--- config.mk ---
export PLATFORM = sky130hd
export DESIGN_NAME = cache_clock_nway
export DESIGN_NICKNAME = d
export VERILOG_FILES = /design/src/rtl/cache_clock_nway.sv
export SDC_FILE = /design/constraint.sdc
export NUM_CORES = 1
export LEC_CHECK = 0
export CORE_UTILIZATION = 53
export CTS_CLUSTER_SIZE = 12
export DETAILED_ROUTE_END_ITERATION = 10
export PLACE_DENSITY_LB_ADDON = 0.1
export SYNTH_ARGS = -nofsm -noshare
export SYNTH_HDL_FRONTEND = slang
export SYNTH_SLANG_ARGS = --single-unit
--- constraint.sdc ---
create_clock -name clock -period 3.55 [get_ports clock]
set_input_delay 0.71 -clock clock [delete_from_list [all_inputs] [get_ports clock]]
set_output_delay 0.71 -clock clock [all_outputs]
set_load 0.005 [all_outputs]
--- src/rtl/cache_clock_nway.sv ---
// Fully associative N-way line cache with CLOCK (second-chance) replacement.
// Write misses sweep the hand one way per cycle until a victim is installed.
module cache_clock_nway #(
  parameter int ADDR_WIDTH = 8,
  parameter int LINE_WIDTH = 32,
  parameter int WAYS       = 4
) (
  input  logic                  clock,
  input  logic                  reset,
  input  logic [ADDR_WIDTH-1:0] in_addr,
  input  logic [LINE_WIDTH-1:0] in_val,
  input  logic                  read,
  input  logic                  write,
  output logic                  busy,
  output logic                  hit,
  output logic                  done,
  output logic [LINE_WIDTH-1:0] out_val
);
  localparam int HW = $clog2(WAYS);

  typedef enum logic {IDLE, EVICT} state_t;

  state_t                             state_q;
  logic [WAYS-1:0]                    valid_q, ref_q;
  logic [WAYS-1:0][ADDR_WIDTH-1:0]    addr_q;
  logic [WAYS-1:0][LINE_WIDTH-1:0]    val_q;
  logic [HW-1:0]                      hand_q;
  logic [ADDR_WIDTH-1:0]              pend_addr_q;
  logic [LINE_WIDTH-1:0]              pend_val_q;
  logic                               busy_q, hit_q, done_q;
  logic [LINE_WIDTH-1:0]              out_q;

  logic [WAYS-1:0] match_vec;
  logic [HW-1:0]   match_idx;
  logic            match_any;

  for (genvar g = 0; g < WAYS; g++) begin : g_match
    assign match_vec[g] = valid_q[g] && (addr_q[g] == in_addr);
  end

  // Installs only happen on a miss, so match_vec is one-hot or zero.
  always_comb begin
    match_idx = '0;
    for (int i = 0; i < WAYS; i++)
      if (match_vec[i]) match_idx = HW'(i);
  end
  assign match_any = |match_vec;

  always_ff @(posedge clock) begin
    if (reset) begin
      state_q <= IDLE;
      valid_q <= '0;
      ref_q   <= '0;
      hand_q  <= '0;
      busy_q  <= 1'b0;
      hit_q   <= 1'b0;
      done_q  <= 1'b0;
      out_q   <= '0;
    end else begin
      hit_q  <= 1'b0;
      done_q <= 1'b0;
      case (state_q)
        IDLE: begin
          if (write) begin
            if (match_any) begin
              val_q[match_idx] <= in_val;
              ref_q[match_idx] <= 1'b1;
              hit_q            <= 1'b1;
              done_q           <= 1'b1;
            end else begin
              pend_addr_q <= in_addr;
              pend_val_q  <= in_val;
              busy_q      <= 1'b1;
              state_q     <= EVICT;
            end
          end else if (read) begin
            hit_q <= match_any;
            out_q <= match_any ? val_q[match_idx] : '0;
            if (match_any) ref_q[match_idx] <= 1'b1;
          end
        end
        EVICT: begin
          hand_q <= hand_q + HW'(1);
          if (!valid_q[hand_q] || !ref_q[hand_q]) begin
            valid_q[hand_q] <= 1'b1;
            ref_q[hand_q]   <= 1'b1;
            addr_q[hand_q]  <= pend_addr_q;
            val_q[hand_q]   <= pend_val_q;
            busy_q          <= 1'b0;
            done_q          <= 1'b1;
            state_q         <= IDLE;
          end else begin
            ref_q[hand_q] <= 1'b0;
          end
        end
        default: state_q <= IDLE;
      endcase
    end
  end

  assign busy    = busy_q;
  assign hit     = hit_q;
  assign done    = done_q;
  assign out_val = out_q;
endmodule
Word-level counts from Yosys, hierarchy flattened
Index checks and enable logic that the tools add are counted. Widths: inputs -> output; s select.

Logic and storage cells: 104. Memories kept: 0. Bits in latches: 0. Output and inout port bits: 35. Bits in writable memories: 0. Input bits: 44. Bits in read-only memories: 0. Bits in registers: 246.

Muxes and demuxes: 46. Div/mod/pow operators: 0. $add $sub $neg: 1. Reduce and logical (&&, ||, !) cells: 17. Equality and inequality tests: 9. Multipliers: 0. Bitwise logic cells: 9. Shift operators: 0. Order comparisons: 4.

Operator list (count): $mux 128 (3); $bwmux 128 (2); $pmux 128 s2 (1); $demux 32 s2 (2); $mux 32 (4); $bmux 32 s2 (1); $bwmux 32 (1); $eq 8x8->1 (4); $demux 8 s2 (1); $mux 1 (16); $mux 4 (4); $or 4x4->4 (3); $reduce_and 3->1 (3); $mux 8 (1); $pmux 4 s2 (1); $reduce_and 4->1 (2); $logic_and 1x1->1 (6); $lt 2x3->1 const B (2); $ne 2x2->1 const B (3); $pmux 1 s2 (3); $and 4x4->4 (1); $bmux 1 s2 (2); $demux 1 s2 (2); $ge 2x1->1 const B (2); other kinds (11) (16).

Logic depth before layout (Yosys ltp)
Gate-level depths: netlist of the first run.

Word-level depth: 14. Gate-level depth with buffers: 9. Depth with buffers taken out: 6.

Least setup slack after synthesis of the first run
OpenSTA, ideal clock, no wires.

Path type: input to register. From: input in_addr[3]. To: register val_q[64] (netlist name), enable pin. Path slack: -0.229 ns. Stages: 8. Buffers on the path: 2. Required time: 3.129 ns. Arrival: 3.358 ns. Setup time: 0.421 ns. Cell sequence: buf_4 xnor2_1 nand3_1 nor3_2 nor3b_2 buf_4 nor2_1 nor2_1.

Cells in the longest elaborated chain, start to end: 5. Elaborated cells on any way between the ends: 11. Those cells by class: eq/ne (5); reduce/logical (6).

Ends and longest elaborated chain: start: declaration (line 10) `input logic [ADDR_WIDTH-1:0] in_addr,`; $eq 8x8->1 (line 38) `assign match_vec[g] = valid_q[g] && (addr_q[g] == in_addr);`; $logic_and 1x1->1 (line 38); $reduce_or 4->1 (*) (line 47) `assign match_any = |match_vec;`; $ne 2x2->1 (no line) (*); $reduce_and 4->1 (no line) (*); end signal: indexed assignment (line 66) `val_q[match_idx] <= in_val;`; end signal: indexed assignment (line 88) `val_q[hand_q] <= pend_val_q;`; end: declaration (line 26) `logic [WAYS-1:0][LINE_WIDTH-1:0] val_q;`.

Mark *: on every way between the ends. The rest lies on a longest branch, timed or not. A chain may end at the register's enable or synchronous reset.

Final worst setup path of the first run
From: input in_addr[0]. To: register val_q[60] (netlist name) (data pin).

Cells in the longest elaborated chain, start to end: 13. Elaborated cells on any way between the ends: 18. Those cells by class: order compare (2); eq/ne (3); mux (9); reduce/logical (4).

Ends and longest elaborated chain: $eq 8x8->1 (line 38); $logic_and 1x1->1 (line 38); $mux 1 (line 45) `if (match_vec[i]) match_idx = HW'(i);`; $mux 2 (line 45); $mux 2 (*) (line 45); $lt 2x3->1 (implied by the code) or $ge 2x1->1 (tied branches) (line 66); $logic_and 1x1->1 (implied by the code) (line 66); $mux 32 (implied by the code) (line 66); $demux 32 s2 (*) (line 66); $bwmux 128 (*) (line 66); $mux 128 (*) (line 65) `if (match_any) begin`; $mux 128 (*) (line 64) `if (write) begin`; $pmux 128 s2 (*) (line 62) `case (state_q)`.

Mark *: on every way between the ends. The rest lies on a longest branch, timed or not. The select of a mux whose other input is x is not followed.

==> results of run 1 <==
synth_stat cells (3+ instances only):
| master | instances |
|---|---|
| dfxtp_1 | 46 |
| o21ai_1 | 7 |
| nand3_1 | 19 |
| and2_1 | 5 |
| o21ai_0 | 93 |
| nand2b_1 | 34 |
| o21ai_2 | 30 |
| xnor2_2 | 6 |
| ha_1 | 4 |
| nand4_1 | 7 |
| a21oi_1 | 9 |
| nor2b_1 | 3 |
| buf_4 | 8 |
| buf_6 | 6 |
| nand2_1 | 105 |
| clkbuf_1 | 30 |
| a211oi_1 | 3 |
| buf_2 | 14 |
| nor3_1 | 8 |
| a22oi_1 | 32 |
| nor2_1 | 19 |
| edfxtp_1 | 200 |
| mux2i_1 | 34 |
| clkbuf_2 | 3 |
| buf_8 | 3 |
| xnor2_1 | 26 |
| a22o_1 | 32 |
| or3_1 | 3 |
| mux2_2 | 32 |
| inv_1 | 6 |
worst max path at each step:
stage	endpoint	startpoint	slack, ns
after global routing	val_q[26]	in_addr[5]	0.70
after detailed placement	out_val[0]	in_addr[5]	0.35
after CTS	out_val[0]	in_addr[5]	0.89
after global placement	val_q[50]	in_addr[0]	0.35
final	val_q[60]	in_addr[0]	0.85
after floorplan	val_q[0]	in_addr[3]	-0.16
registers in the layout, summed over array words and instances (netlist names), 2 cells and up, named ones only:
| signal | cells |
|---|---|
| addr_q | 32 |
| hand_q | 2 |
| out_val | 32 |
| pend_addr_q | 8 |
| pend_val_q | 32 |
| val_q | 128 |
| valid_q | 4 |
critical path: cells and delay by family:
family,cells,cell delay (ns)
compound gates,1,0.18
simple gates,3,0.80
xor+xnor,1,0.26
buf+inv,3,0.98
per-layer routing:
layer  track usage  vias up  wire length, um
met5             0        -                0
met4        0.0853        0              760
met3        0.0423       66             1530
met2         0.422      270            12800
met1         0.304     3528            10300
li1              -     3311                -
through the flow:
step	cell area (um2)	worst slack, ns	TNS (ns)
5_1_grt	12900	0.702	0
3_5_place_dp	12100	0.345	0
3_3_place_gp	12100	0.354	0
6_report	12900	0.853	0
4_1_cts	12900	0.887	0
2_1_floorplan	10900	-0.160	-10.21
layout make-up:
type,count,area (um2)
clock buffers,45,803
clock inverters,2,12.5
fillers,1486,7290
inverters,6,22.5
multi-input cells,532,3640
flip-flops and latches,246,6930
well taps,270,338
repair buffers,117,1200
cells in the final DEF, fill, tap and decap left out, types with 2 or more instances in the layout:
cell type	n
nor3_1	8
o21ai_2	30
nor2_1	17
clkbuf_16	27
a21oi_1	8
nand2_1	105
nor2b_2	2
mux2_2	32
mux2i_1	34
nand2b_1	34
clkbuf_8	6
a211oi_1	3
or3_1	2
nand3_1	19
ha_1	4
dfxtp_1	45
buf_4	29
o21ai_1	7
inv_1	6
o21ai_0	93
xnor2_1	26
buf_12	10
edfxtp_1	200
and2_1	5
nor3_2	2
o21a_1	2
nand4_1	7
a22o_1	32
a22oi_1	32
clkdlybuf4s50_1	78
clkbuf_1	12
xnor2_2	6
where the power goes:
part	internal [W]	total, W	switching [W]	leakage [nW]
Clock	0.00152	0.00256	0.00104	0.396
Sequential	0.00315	0.00318	0.0000337	2.27
Combinational	0.000127	0.000296	0.000169	1.88
kinds of logic after synthesis:
kind of cell / count (synthesis) / share of synthesized area
XOR/XNOR: 33 / 0.0306
adder cells (fa/ha/maj): 4 / 0.00458
AO/OA/AOI/OAI: 216 / 0.135
multiplexers: 67 / 0.0661
flip-flops: 246 / 0.634
AND/OR/NAND/NOR: 212 / 0.0940
buffers and inverters: 70 / 0.0359
==> flow_summary.ini, run 1 <==
[final_layout]
fin_nets = 977
layout-drive-gt1-share = 0.170
area_delta_synth_final_pct = 18.4
final_cell_count_no_fill = 1218
finalCoreUtilization = 0.640
antenna-diode-count = 0

[floorplanning]
rows = 52
ios = 79
die_y_um = 146
fp.dieW_um = 146
core_area_mm2 = 0.0202
initial_core_util = 0.540
dieArea_mm2 = 0.0212

[synthesis]
ys_types = 49
synth_edf_count = 200
syn_nets = 896
synth-seq-cells = 246
ys_seq_area_frac = 0.634
synthCells = 848
synth_ff_type = edfxtp_1
yosys-top-cells-area = edfxtp_1, dfxtp_1, o21ai_0
ys_async_sr_fraction = 0
syn_avg_cell_area_um2 = 12.9
yosys.area.top_type = edfxtp_1
syn-cell-area_mm2 = 0.0109
synth.top_cell.area_share = 0.549
ys_warn_count = 0

[clocking]
clock-sinks = 246
clk_pin_slew_ns = 0.06
holdBufCountCts = 0
cts_resized = 0
numCtsBuffers = 26
cts_buffer_depth = 3
cts_setup_buffers = 0
clockRootBuffer = clkbuf_16
cts_tree = done
htree_num_levels = 1
clk_latency_ns = 0.53

[worst_setup_path]
critPathKind = in -> reg
cp_data_required_time_ns = 3.79
r2r_start = hand_q[0]
end_kind = register
crit_slowest_cell = or3_2
path_common_cell = buf_4
rrSetupSlack_ns = 0.97
critPathMaxStageDelay_ns = 0.57
reg2reg_depth = 7
critical_path_arrival_ns = 2.94
cp_max_fo = 33
worstPathCellList = clkdlybuf4s50_1 -> buf_4 -> xnor2_1 -> nand3_1 -> or3_2 -> nand3_2 -> buf_4 -> o21ai_0
startpoint_type = primary input
timing.rr.end = val_q[77]

[drt]
antenna_left = 0
dr.pass1.iters = 8
first_iter_violations = 481
drc = 1
via_per_inst = 5.89
vias = 7175
wl_per_cell_um = 20.8
drt-total-wl_um = 25400

[sta]
hold_slack_ns = 0.466
timing.fmax_ghz = 0.371
min_period_ns = 2.70
fin_worst_skew_ns = 0.0126
tightestPinTransition_ns = 0.871
relSlewSlack = 0.419
hold_viol_final = 0
rsz0062_at_grt = no
finalSetupViolCount = 0
min_period_over_period = 0.760
slew_viol_final = 0

[min_path]
hold_path_startpoint = val_q[116]
worst_hold_path.endpoint = out_val[20]
hold-path-cell-count = 2
hold_class = reg -> reg

[global_routing]
grt_pass1_wl_um = 39500
grt_pass1_vias = 7318
antenna_found_initial = 0
grt_overflow = 0
grtUsageTotal = 0.242
grt_max_degree = 39

[run_status]
outcome = finished with violations
violations = design-rule violations

[power_and_ir_drop]
p_per_area_mw_per_mm2 = 466
peakVddDrop_uv = 384
power_w = 0.00604
leakagePower_nw = 4.55

[placed_design]
placedCellCount = 1171
dp_hpwl_um = 16300
portBuffers = 78
place_congestion = 0.837

[run]
max_cap_violations = 0
Power figures use the tool's default switching activity.
==> run 2, diff against run 1 <==
--- a/config.mk
+++ b/config.mk
@@ -5,7 +5,7 @@
 export SDC_FILE = /design/constraint.sdc
 export NUM_CORES = 1
 export LEC_CHECK = 0
-export CORE_UTILIZATION = 53
+export CORE_UTILIZATION = 59
 export CTS_CLUSTER_SIZE = 12
 export DETAILED_ROUTE_END_ITERATION = 10
 export PLACE_DENSITY_LB_ADDON = 0.1
==> constraint.sdc (replaced) <==
create_clock -name clock -period 2.5 [get_ports clock]
set_input_delay 0.5 -clock clock [delete_from_list [all_inputs] [get_ports clock]]
set_output_delay 0.5 -clock clock [all_outputs]
set_load 0.005 [all_outputs]
==> flow_summary.ini, run 2 (synthesized netlist as in run 1, its figures left out) <==
[run_status]
outcome = finished with violations
violations = design-rule violations

[drt]
via_per_inst = 6.10
antenna_left = 0
first_iter_violations = 567
dr.pass1.iters = 9
drt-total-wl_um = 26100
wl_per_cell_um = 21.7
vias = 7336
drc = 8

[final_layout]
largest_reg_flops = 128
final_area_mm2 = 0.0132
fillers = 1192
most-common-layout-cells = edfxtp_1, nand2_1, o21ai_0, clkdlybuf4s50_1, buf_4
layout-drive-gt1-share = 0.203
fin_nets = 1001
final_common_cell = edfxtp_1
area_delta_synth_final_pct = 20.7
antenna-diode-count = 0
top_register = val_q

[floorplanning]
ios = 79
rows = 49
initial_core_util = 0.604
core_area_mm2 = 0.0181
die_y_um = 138
fp.dieW_um = 138
dieArea_mm2 = 0.0191

[sta]
hold_slack_ns = 0.419
fin_tns_setup_ns = 0
tightestPinTransition_ns = 1.25
finalSetupViolCount = 0
rsz0062_at_grt = no
timing.fmax_ghz = 0.411
min_period_ns = 2.43
hold_viol_final = 0
relSlewSlack = 0.169
min_period_over_period = 0.973
slew_viol_final = 0
fin_worst_skew_ns = 0.00987

[clocking]
clk_pin_slew_ns = 0.05
cts_buffer_depth = 3
clock-sinks = 246
htree_num_levels = 1
clk_latency_ns = 0.53
cts_setup_buffers = 0
clockRootBuffer = clkbuf_16
cts_tree = done
numCtsBuffers = 26

[global_routing]
met2_usage = 0.475
grt_overflow = 0
antenna_found_initial = 0
grt_max_degree = 44
grt_pass1_wl_um = 40300
grtUsageTotal = 0.275
use_met3 = 0.0357
grt_pass1_vias = 7418
grt_busiest_layer = met2
met1_usage = 0.364

[worst_setup_path]
end_kind = register
startpoint_type = primary input
critical_path_arrival_ns = 2.69
crit_slowest_cell = clkdlybuf4s50_1
critPathMaxStageDelay_ns = 0.52
cp_data_required_time_ns = 2.76
worstPathCellList = clkdlybuf4s50_1 -> xor2_1 -> nand2b_4 -> nor3_4 -> or2_4 -> o41ai_4 -> buf_4 -> nor2b_4 -> buf_12
critPathKind = in -> reg
cp_max_fo = 32

[power_and_ir_drop]
p_per_area_mw_per_mm2 = 646
power_w = 0.00852
seq_power_share = 0.530
peakVddDrop_uv = 845
p_int_w = 0.00673
p_comb_frac = 0.054
p_switching_w = 0.00180
pwr-share-clk = 0.416
swShare = 0.211
leakagePower_nw = 4.75

[min_path]
hold_class = in -> reg

[placed_design]
place_area_mm2 = 0.0124
place_congestion = 0.871
portBuffers = 78
dp_hpwl_um = 16400

[run]
max_cap_violations = 0
==> run 2: worst max-delay path: cells and delay by family <==
kind	cells	cell delay [ns]
buffers and inverters	3	0.90
AND/OR/NAND/NOR	4	0.59
AO/OA/AOI/OAI	1	0.34
XOR/XNOR	1	0.33
==> run 2: timing repair <==
action                     in CTS  in global routing
setup endpoints to repair       0                179
gates resized for setup         0                  8
hold buffers                    0                  0
==> run 2: power by group through the flow <==
stage,combinational (W),sequential (W),clock [W]
5_1_grt,0.000493,0.00452,0.00375
2_1_floorplan,0.000257,0.00458,0
3_3_place_gp,0.000436,0.00460,0
3_5_place_dp,0.000453,0.00460,0
6_report,0.000459,0.00452,0.00355
4_1_cts,0.000457,0.00451,0.00360
==> run 2: per-stage QoR <==
step	util	setup WS [ns]	instances
CTS	0.727	0.0151	1202
global placement	0.684	-0.452	1154
detailed placement	0.684	-0.513	1154
finish	0.729	0.0679	1202
global route	0.729	0.00655	1202
floorplan	-	-0.0968	848
==> run 2: path summary, 6_finish.rpt <==
kind | start | to | slack, ns | cells after the start
worst min-delay path | in_addr[2] | pend_addr_q[2] | 0.42 | 1
worst max register to register | hand_q[0] | val_q[37] | 0.11 | 8
worst min register to register | val_q[96] | out_val[0] | 0.47 | 2
worst max-delay path | in_addr[0] | val_q[37] | 0.07 | 9
==> run 2: final cells by class <==
type	count	area (um2)	share of cell area
tap	229	287	0.0217
multi-input combinational	532	3760	0.285
timing repair buffer	141	1410	0.107
sequential	246	6930	0.525
inverter	6	22.5	0.00171
clock inverter	4	22.5	0.00171
clock buffer	44	759	0.0576
==> run 2: routing by layer <==
metal,wire [um],vias to the layer above,share of wire
met4,535,0,0.021
met3,1480,51,0.057
met5,0,-,0
met1,10800,3627,0.42
li1,-,3367,-
met2,13200,291,0.51
